[src/rtl/hsi_element_streamer_if.sv]
// rtl/hsi_element_streamer_if.sv - library read bus and element stream between streamer, memory and MSE block
interface hsi_element_streamer_if #(
    parameter int WORD_WIDTH = 32,
    parameter int LIB_ADDR   = 8,
    parameter int WPV_ADDR   = 6
);
    logic                         lib_rd_en;
    logic [LIB_ADDR+WPV_ADDR-1:0] lib_rd_addr;
    logic [WORD_WIDTH-1:0]        lib_rd_data;
    logic                         element_valid;
    logic                         element_start;
    logic                         element_last;
    logic [LIB_ADDR-1:0]          vctr_ref;
    logic [WORD_WIDTH-1:0]        element_a;
    logic [WORD_WIDTH-1:0]        element_b;

    modport master (
        output lib_rd_en, lib_rd_addr,
        input  lib_rd_data,
        output element_valid, element_start, element_last, vctr_ref, element_a, element_b
    );

    modport slave (
        input  lib_rd_en, lib_rd_addr,
        output lib_rd_data,
        input  element_valid, element_start, element_last, vctr_ref, element_a, element_b
    );
endinterface

[src/rtl/hsi_element_streamer.sv]
// rtl/hsi_element_streamer.sv - pairs a buffered pixel vector with each library vector for the MSE pipeline
module hsi_element_streamer #(
    parameter  int WORD_WIDTH       = 32,
    parameter  int DATA_WIDTH       = 16,
    parameter  int HSI_BANDS        = 128,
    parameter  int HSI_LIBRARY_SIZE = 256,
    localparam int WPV              = HSI_BANDS * DATA_WIDTH / WORD_WIDTH,
    localparam int WPV_ADDR         = $clog2(WPV),
    localparam int LIB_ADDR         = $clog2(HSI_LIBRARY_SIZE)
) (
    input  logic                  clk,
    input  logic                  rst,
    input  logic                  pxl_wr_en,
    input  logic [WPV_ADDR-1:0]   pxl_wr_addr,
    input  logic [WORD_WIDTH-1:0] pxl_wr_data,
    input  logic                  start,
    input  logic [LIB_ADDR:0]     lib_size,
    output logic                  busy,
    output logic                  done,
    hsi_element_streamer_if.master bus
);
    typedef enum logic [1:0] {IDLE, STREAM, DRAIN, DONE} state_t;

    state_t                state, state_nxt;
    logic [LIB_ADDR:0]     eff_size, eff_clamped;
    logic [LIB_ADDR-1:0]   v;
    logic [WPV_ADDR-1:0]   w;
    logic                  last_rd, rd_en;
    logic [WORD_WIDTH-1:0] pixel_buf [WPV];
    logic                  valid_q, start_q, last_q;
    logic [LIB_ADDR-1:0]   vref_q;
    logic [WORD_WIDTH-1:0] elem_a_q;

    assign eff_clamped = (lib_size > (LIB_ADDR+1)'(HSI_LIBRARY_SIZE))
                         ? (LIB_ADDR+1)'(HSI_LIBRARY_SIZE) : lib_size;
    assign last_rd     = ({1'b0, v} == eff_size - (LIB_ADDR+1)'(1))
                         && (w == WPV_ADDR'(WPV - 1));

    always_ff @(posedge clk or posedge rst) begin
        if (rst) state <= IDLE;
        else     state <= state_nxt;
    end

    // An empty sweep passes through DRAIN so done lands two cycles after start.
    always_comb begin
        state_nxt = state;
        rd_en     = 1'b0;
        busy      = 1'b1;
        done      = 1'b0;
        case (state)
            IDLE: begin
                busy = 1'b0;
                if (start) state_nxt = (eff_clamped == '0) ? DRAIN : STREAM;
            end
            STREAM: begin
                rd_en = 1'b1;
                if (last_rd) state_nxt = DRAIN;
            end
            DRAIN: state_nxt = DONE;
            DONE: begin
                done      = 1'b1;
                state_nxt = IDLE;
            end
            default: state_nxt = IDLE;
        endcase
    end

    always_ff @(posedge clk or posedge rst) begin
        if (rst) begin
            eff_size <= '0;
            v        <= '0;
            w        <= '0;
        end else if (state == IDLE && start) begin
            eff_size <= eff_clamped;
            v        <= '0;
            w        <= '0;
        end else if (state == STREAM && !last_rd) begin
            if (w == WPV_ADDR'(WPV - 1)) begin
                w <= '0;
                v <= v + LIB_ADDR'(1);
            end else begin
                w <= w + WPV_ADDR'(1);
            end
        end
    end

    // Writes only land while idle, so the vector cannot change under a sweep.
    always_ff @(posedge clk) begin
        if (pxl_wr_en && state == IDLE) pixel_buf[pxl_wr_addr] <= pxl_wr_data;
    end

    always_ff @(posedge clk or posedge rst) begin
        if (rst) begin
            valid_q  <= 1'b0;
            start_q  <= 1'b0;
            last_q   <= 1'b0;
            vref_q   <= '0;
            elem_a_q <= '0;
        end else begin
            valid_q <= rd_en;
            if (rd_en) begin
                start_q  <= (w == '0);
                last_q   <= (w == WPV_ADDR'(WPV - 1));
                vref_q   <= v;
                elem_a_q <= pixel_buf[w];
            end
        end
    end

    assign bus.lib_rd_en     = rd_en;
    assign bus.lib_rd_addr   = {v, w};
    assign bus.element_valid = valid_q;
    assign bus.element_start = start_q;
    assign bus.element_last  = last_q;
    assign bus.vctr_ref      = vref_q;
    assign bus.element_a     = elem_a_q;
    assign bus.element_b     = valid_q ? bus.lib_rd_data : '0;
endmodule

[src/flat_wrapper.sv]
// flat-port wrapper written by rule: the top's interface ports become plain ports
module hsi_element_streamer_flat 
#(
    parameter  int WORD_WIDTH       = 32,
    parameter  int DATA_WIDTH       = 16,
    parameter  int HSI_BANDS        = 128,
    parameter  int HSI_LIBRARY_SIZE = 256,
    localparam int WPV              = HSI_BANDS * DATA_WIDTH / WORD_WIDTH,
    localparam int WPV_ADDR         = $clog2(WPV),
    localparam int LIB_ADDR         = $clog2(HSI_LIBRARY_SIZE)
)
  (clk, rst, pxl_wr_en, pxl_wr_addr, pxl_wr_data, start, lib_size, busy, done, bus_lib_rd_en, bus_lib_rd_addr, bus_lib_rd_data, bus_element_valid, bus_element_start, bus_element_last, bus_vctr_ref, bus_element_a, bus_element_b);
  hsi_element_streamer_if #(.WORD_WIDTH(WORD_WIDTH)) bus_i ();
  input  logic clk;
  input  logic rst;
  input  logic pxl_wr_en;
  input  logic [WPV_ADDR-1:0] pxl_wr_addr;
  input  logic [WORD_WIDTH-1:0] pxl_wr_data;
  input  logic start;
  input  logic [LIB_ADDR:0] lib_size;
  output logic busy;
  output logic done;
  output wire logic [$bits(bus_i.lib_rd_en)-1:0] bus_lib_rd_en;
  output wire logic [$bits(bus_i.lib_rd_addr)-1:0] bus_lib_rd_addr;
  input wire logic [$bits(bus_i.lib_rd_data)-1:0] bus_lib_rd_data;
  output wire logic [$bits(bus_i.element_valid)-1:0] bus_element_valid;
  output wire logic [$bits(bus_i.element_start)-1:0] bus_element_start;
  output wire logic [$bits(bus_i.element_last)-1:0] bus_element_last;
  output wire logic [$bits(bus_i.vctr_ref)-1:0] bus_vctr_ref;
  output wire logic [$bits(bus_i.element_a)-1:0] bus_element_a;
  output wire logic [$bits(bus_i.element_b)-1:0] bus_element_b;
  assign bus_lib_rd_en = bus_i.lib_rd_en;
  assign bus_lib_rd_addr = bus_i.lib_rd_addr;
  assign bus_i.lib_rd_data = bus_lib_rd_data;
  assign bus_element_valid = bus_i.element_valid;
  assign bus_element_start = bus_i.element_start;
  assign bus_element_last = bus_i.element_last;
  assign bus_vctr_ref = bus_i.vctr_ref;
  assign bus_element_a = bus_i.element_a;
  assign bus_element_b = bus_i.element_b;
  hsi_element_streamer #(.WORD_WIDTH(WORD_WIDTH), .DATA_WIDTH(DATA_WIDTH), .HSI_BANDS(HSI_BANDS), .HSI_LIBRARY_SIZE(HSI_LIBRARY_SIZE)) u_core (.clk(clk), .rst(rst), .pxl_wr_en(pxl_wr_en), .pxl_wr_addr(pxl_wr_addr), .pxl_wr_data(pxl_wr_data), .start(start), .lib_size(lib_size), .busy(busy), .done(done), .bus(bus_i));
endmodule
[config.mk]
export PLATFORM = sky130hd
export DESIGN_NAME = hsi_element_streamer_flat
export DESIGN_NICKNAME = d
export VERILOG_FILES = /design/src/rtl/hsi_element_streamer_if.sv /design/src/rtl/hsi_element_streamer.sv /design/src/flat_wrapper.sv
export SDC_FILE = /design/constraint.sdc
export NUM_CORES = 2
export LEC_CHECK = 0
export CORE_MARGIN = 2
export CORE_UTILIZATION = 45
export DETAILED_ROUTE_END_ITERATION = 7
export PLACE_DENSITY = 0.64
export REMOVE_ABC_BUFFERS = 1
export SLEW_MARGIN = 0
export SYNTH_ARGS = -nofsm -noshare
export SYNTH_HDL_FRONTEND = slang
export SYNTH_SLANG_ARGS = --single-unit
[constraint.sdc]
create_clock -name clk -period 8.95 [get_ports clk]
set_input_delay 0.895 -clock clk [delete_from_list [all_inputs] [get_ports clk]]
set_output_delay 0.895 -clock clk [all_outputs]
set_load 0.05 [all_outputs]
==> impl.org <==
** Floorplan
- Measured along the y axis, the die boundary spans 430 um.
- For this design the top-level I/O count stands at 175.
- Core area :: 180000 um^2
- For this configuration, the core starts out at a cell density of 45.2%.
- Die footprint :: 185000 um^2
- In this run the horizontal extent of the chip is 430 um.
- Std-Cell Rows :: 156

** Routing
- Dividing the detail-routed via count by the number of cells gives 6.18.
- In this run the remaining antenna-violating nets after routing total 0.
- After the first detailed-routing iteration, the DRC count stood at 5010.
- Length of the first detailed-routing pass in iterations :: 5
- In the routed design, unresolved DRC markers number 0.
- Routed WL per cell :: 33.7 um
- Routed wire length :: 214000 um
- Number of vias in the routed layout :: 39200

** Logic synthesis
- Post-synthesis cell area :: 81500 um^2
- The cell count after synthesis came out at 3478.
- Number of flops mapped to enable cells by yosys :: 2048
- In the post-synthesis netlist, the biggest area contributors are sky130_fd_sc_hd__edfxtp_1 75%, sky130_fd_sc_hd__mux4_2 17%, sky130_fd_sc_hd__dfrtp_1 2.1%, sky130_fd_sc_hd__mux2i_1 0.97%, sky130_fd_sc_hd__nor2_1 0.44%.
- Number of synthesis warnings :: 0
- Top-area cell type share of the netlist area :: 75.5%
- Avg Inst Size Synth :: 23.4 um^2
- Main flop type after synthesis :: sky130_fd_sc_hd__edfxtp_1
- Share of async-settable or async-resettable flops after synthesis :: 3.21%
- Largest area contributor in the synthesized netlist :: sky130_fd_sc_hd__edfxtp_1
- Sequential area share after synthesis :: 77.6%
- Post-synthesis sequential element count :: 2116
- Distinct cell type count of the synthesized netlist :: 66

** Finish
- Final layout net count :: 3877
- Registers take 63200 um^2.
- The filler cells instantiated in the layout total 13900.
- In the final layout, the multi-input gates occupy 17700 um^2.
- From synthesis to final layout, the design area changed by 14.3%.
- Total non-filler cell area in the finished layout :: 93200 um^2
- Cells with a size suffix above 1 make up 28.8% of the layout.

** Clock network
- H-tree levels :: 4
- Clk sink count :: 2116
- Number of buffers inserted to repair setup after CTS :: 0
- The number of gates resized after CTS was 0.
- Clock Tree Root :: sky130_fd_sc_hd__clkbuf_16
- The clock passes through at most 3 buffers.
- TritonCTS clock tree :: yes
- Post-cts hold buffer count :: 0
- Total CTS buffers :: 208
- Clock-pin slew was measured on the worst setup and hold paths at 60 ps.
- Clock latency on the worst-skew pair, taken at its later pin, is 830 ps.

** Critical path
- By startpoint and endpoint, the worst setup path is classified as reg -> out.
- For the worst setup path, the data arrival time is 4310 ps.
- Worst endpoint required time :: 8060 ps
- Counting cells, the worst reg-to-reg path comes to 6.
- The worst register-to-register path begins at u_core.w[0].
- The worst setup path is launched from a flop.
- Setup crit end kind :: output port
- Maximum fanout along the worst path :: 93
- In this run the register-to-register setup slack is 4050 ps.
- End of the worst register-to-register path :: u_core.bus.element_a[22]

** Power
- The clock network burns 43.5% of the power.
- Per report_power, the combinational group accounts for 1.2% of the total.
- VDD sags by at most 0.206 mV.
- Power Density :: 211 nW/um^2
- Leakage :: 28.5 nW
- Net switching share of the total power :: 19.7%
- The internal portion of the total power is 0.0158 W.
- Of the total power, registers draw 55.2%.
- Total power for the finished layout comes to 0.0197 W.
- Switching component of the power :: 0.00387 W

** Run
- Across the run, the number of max-cap violations was 0.

** Global routing
- Initial antenna violation count :: 29
- Maximum number of pins on one net before global-route repair :: 137
- After global routing the overflow that remains totals 0.
- The via count of the first global-routing pass came to 39000.
- Aggregate global-route resource usage :: 23.1%
- First-pass GRT wire length :: 300000 um

** Timing
- Setup ws final :: 3740 ps
- Across all hold checks on the routed design, the worst slack comes to 483 ps.
- Dividing the final minimum period by the clock period gives 58.2%.
- Max-slew violation count :: 0
- The worst pin sits at a relative slew slack of 15.5%.
- Final hold violation count :: 0
- Final count of negative-setup-slack endpoints :: 0
- Between clock sinks in the finished design, the worst skew comes to 22.4 ps.
- Timing would allow up to 0.192 GHz.
- For the final routed database, the setup TNS stands at 0 ps.
- Setup repair after global routing missed its margin :: no
- Pin slew with the least headroom to its limit :: 1270 ps
- Post-route minimum period :: 5210 ps

** Placement
- During placement, the flow inserted port buffers numbering 174.
- Placement-stage cell area :: 86400 um^2
- Pre-CTS worst setup slack :: 4070 ps
- Detailed placement finished with a half-perimeter wire length of 110000 um.
- Routability-driven placement finished with a final weighted congestion of 0.783.

** Status
- The run finished with clean final reports.

** Worst hold path
- Type of the most critical hold path :: in -> async
## Yosys cell counts (15+ instances only)
cell type,n
sky130_fd_sc_hd__edfxtp_1,2048
sky130_fd_sc_hd__mux4_2,603
sky130_fd_sc_hd__nor2_1,96
sky130_fd_sc_hd__mux2i_1,79
sky130_fd_sc_hd__clkbuf_1,72
sky130_fd_sc_hd__dfrtp_1,68
sky130_fd_sc_hd__nand2_1,58
sky130_fd_sc_hd__buf_2,45
sky130_fd_sc_hd__and2_1,41
sky130_fd_sc_hd__a21oi_1,34
sky130_fd_sc_hd__o21ai_0,33
sky130_fd_sc_hd__buf_4,28
sky130_fd_sc_hd__nand2b_1,26
sky130_fd_sc_hd__buf_1,25
sky130_fd_sc_hd__a211oi_1,21
sky130_fd_sc_hd__a32oi_1,15
## power by group through the flow
stage | Clock [W] | Combinational [W] | Sequential, W
3_3_place_gp | 0 | 0.000225 | 0.0111
3_5_place_dp | 0 | 0.000237 | 0.0111
5_1_grt | 0.00906 | 0.000256 | 0.0109
2_1_floorplan | 0 | 0.0000425 | 0.0111
4_1_cts | 0.00868 | 0.000236 | 0.0109
6_report | 0.00856 | 0.000238 | 0.0109
## worst max-delay path: stages, from the launching register on
cell and delay (ps):
sky130_fd_sc_hd__dfrtp_4 930, sky130_fd_sc_hd__buf_4 680, sky130_fd_sc_hd__buf_12 600, sky130_fd_sc_hd__clkdlybuf4s50_1 1010
## flip-flops by register name, summed over array words and instances, names as in the netlist
register                  flops
u_core.bus.element_a         32
u_core.v                      8
u_core.bus.element_start      1
u_core.bus.vctr_ref           8
u_core.bus.element_valid      1
u_core.state                  2
u_core.pixel_buf           2048
u_core.eff_size               9
u_core.w                      6
u_core.bus.element_last       1
## worst max path at each step
stage,from,to,slack [ps]
4_1_cts,u_core.w[0],bus_lib_rd_addr[0],3640
3_3_place_gp,u_core.w[0],u_core.bus.element_a[25],4020
2_1_floorplan,u_core.w[0],u_core.w[1],-16330
6_report,u_core.w[0],bus_lib_rd_addr[0],3740
3_5_place_dp,u_core.w[0],u_core.bus.element_a[22],4070
5_1_grt,u_core.w[0],bus_lib_rd_addr[0],3420
## per-stage QoR
step                      instances  util, %
after floorplan                3292        -
after global routing           6340     51.6
final                          6342     51.7
after global placement         5945     47.9
after detailed placement       5945     47.9
after CTS                      6336     51.6
## logic make-up after synthesis
kind of cell    Yosys count  synth area share [%]
flops                  2116                  77.6
mux                     695                  17.8
simple gates            278                  1.66
buf+inv                 198                  1.27
compound gates          173                  1.47
xor+xnor                  9                0.0967
fa+ha+maj                 9                 0.138
## placed cells by master, fill, tap and decap left out, types with 45 or more instances in the layout
cell	n
sky130_fd_sc_hd__buf_4	104
sky130_fd_sc_hd__clkbuf_1	45
sky130_fd_sc_hd__clkbuf_16	214
sky130_fd_sc_hd__clkdlybuf4s50_1	142
sky130_fd_sc_hd__clkinv_1	47
sky130_fd_sc_hd__clkinv_2	50
sky130_fd_sc_hd__dfrtp_1	63
sky130_fd_sc_hd__edfxtp_1	2048
sky130_fd_sc_hd__mux2i_1	78
sky130_fd_sc_hd__mux4_2	603
sky130_fd_sc_hd__nand2_1	58
sky130_fd_sc_hd__nor2_4	64
## layer usage
metal / vias to the layer above / GRT usage, % / wire length (um)
li1: 15500 / - / -
met1: 21300 / 32.1 / 84000
met2: 2024 / 37.4 / 104000
met3: 347 / 4.34 / 18700
met4: 6 / 7.24 / 6530
met5: - / 0 / 45
## cell type report
type	count	area share [%]
antenna	6	0.0161
clock buffer	265	6.02
clock inverter	126	1.17
inverter	12	0.0510
multi-input combinational	1164	19.1
sequential	2116	67.9
tap	2370	3.18
timing repair buffer	283	2.64
Note: power is estimated with default switching activity, not from simulation.
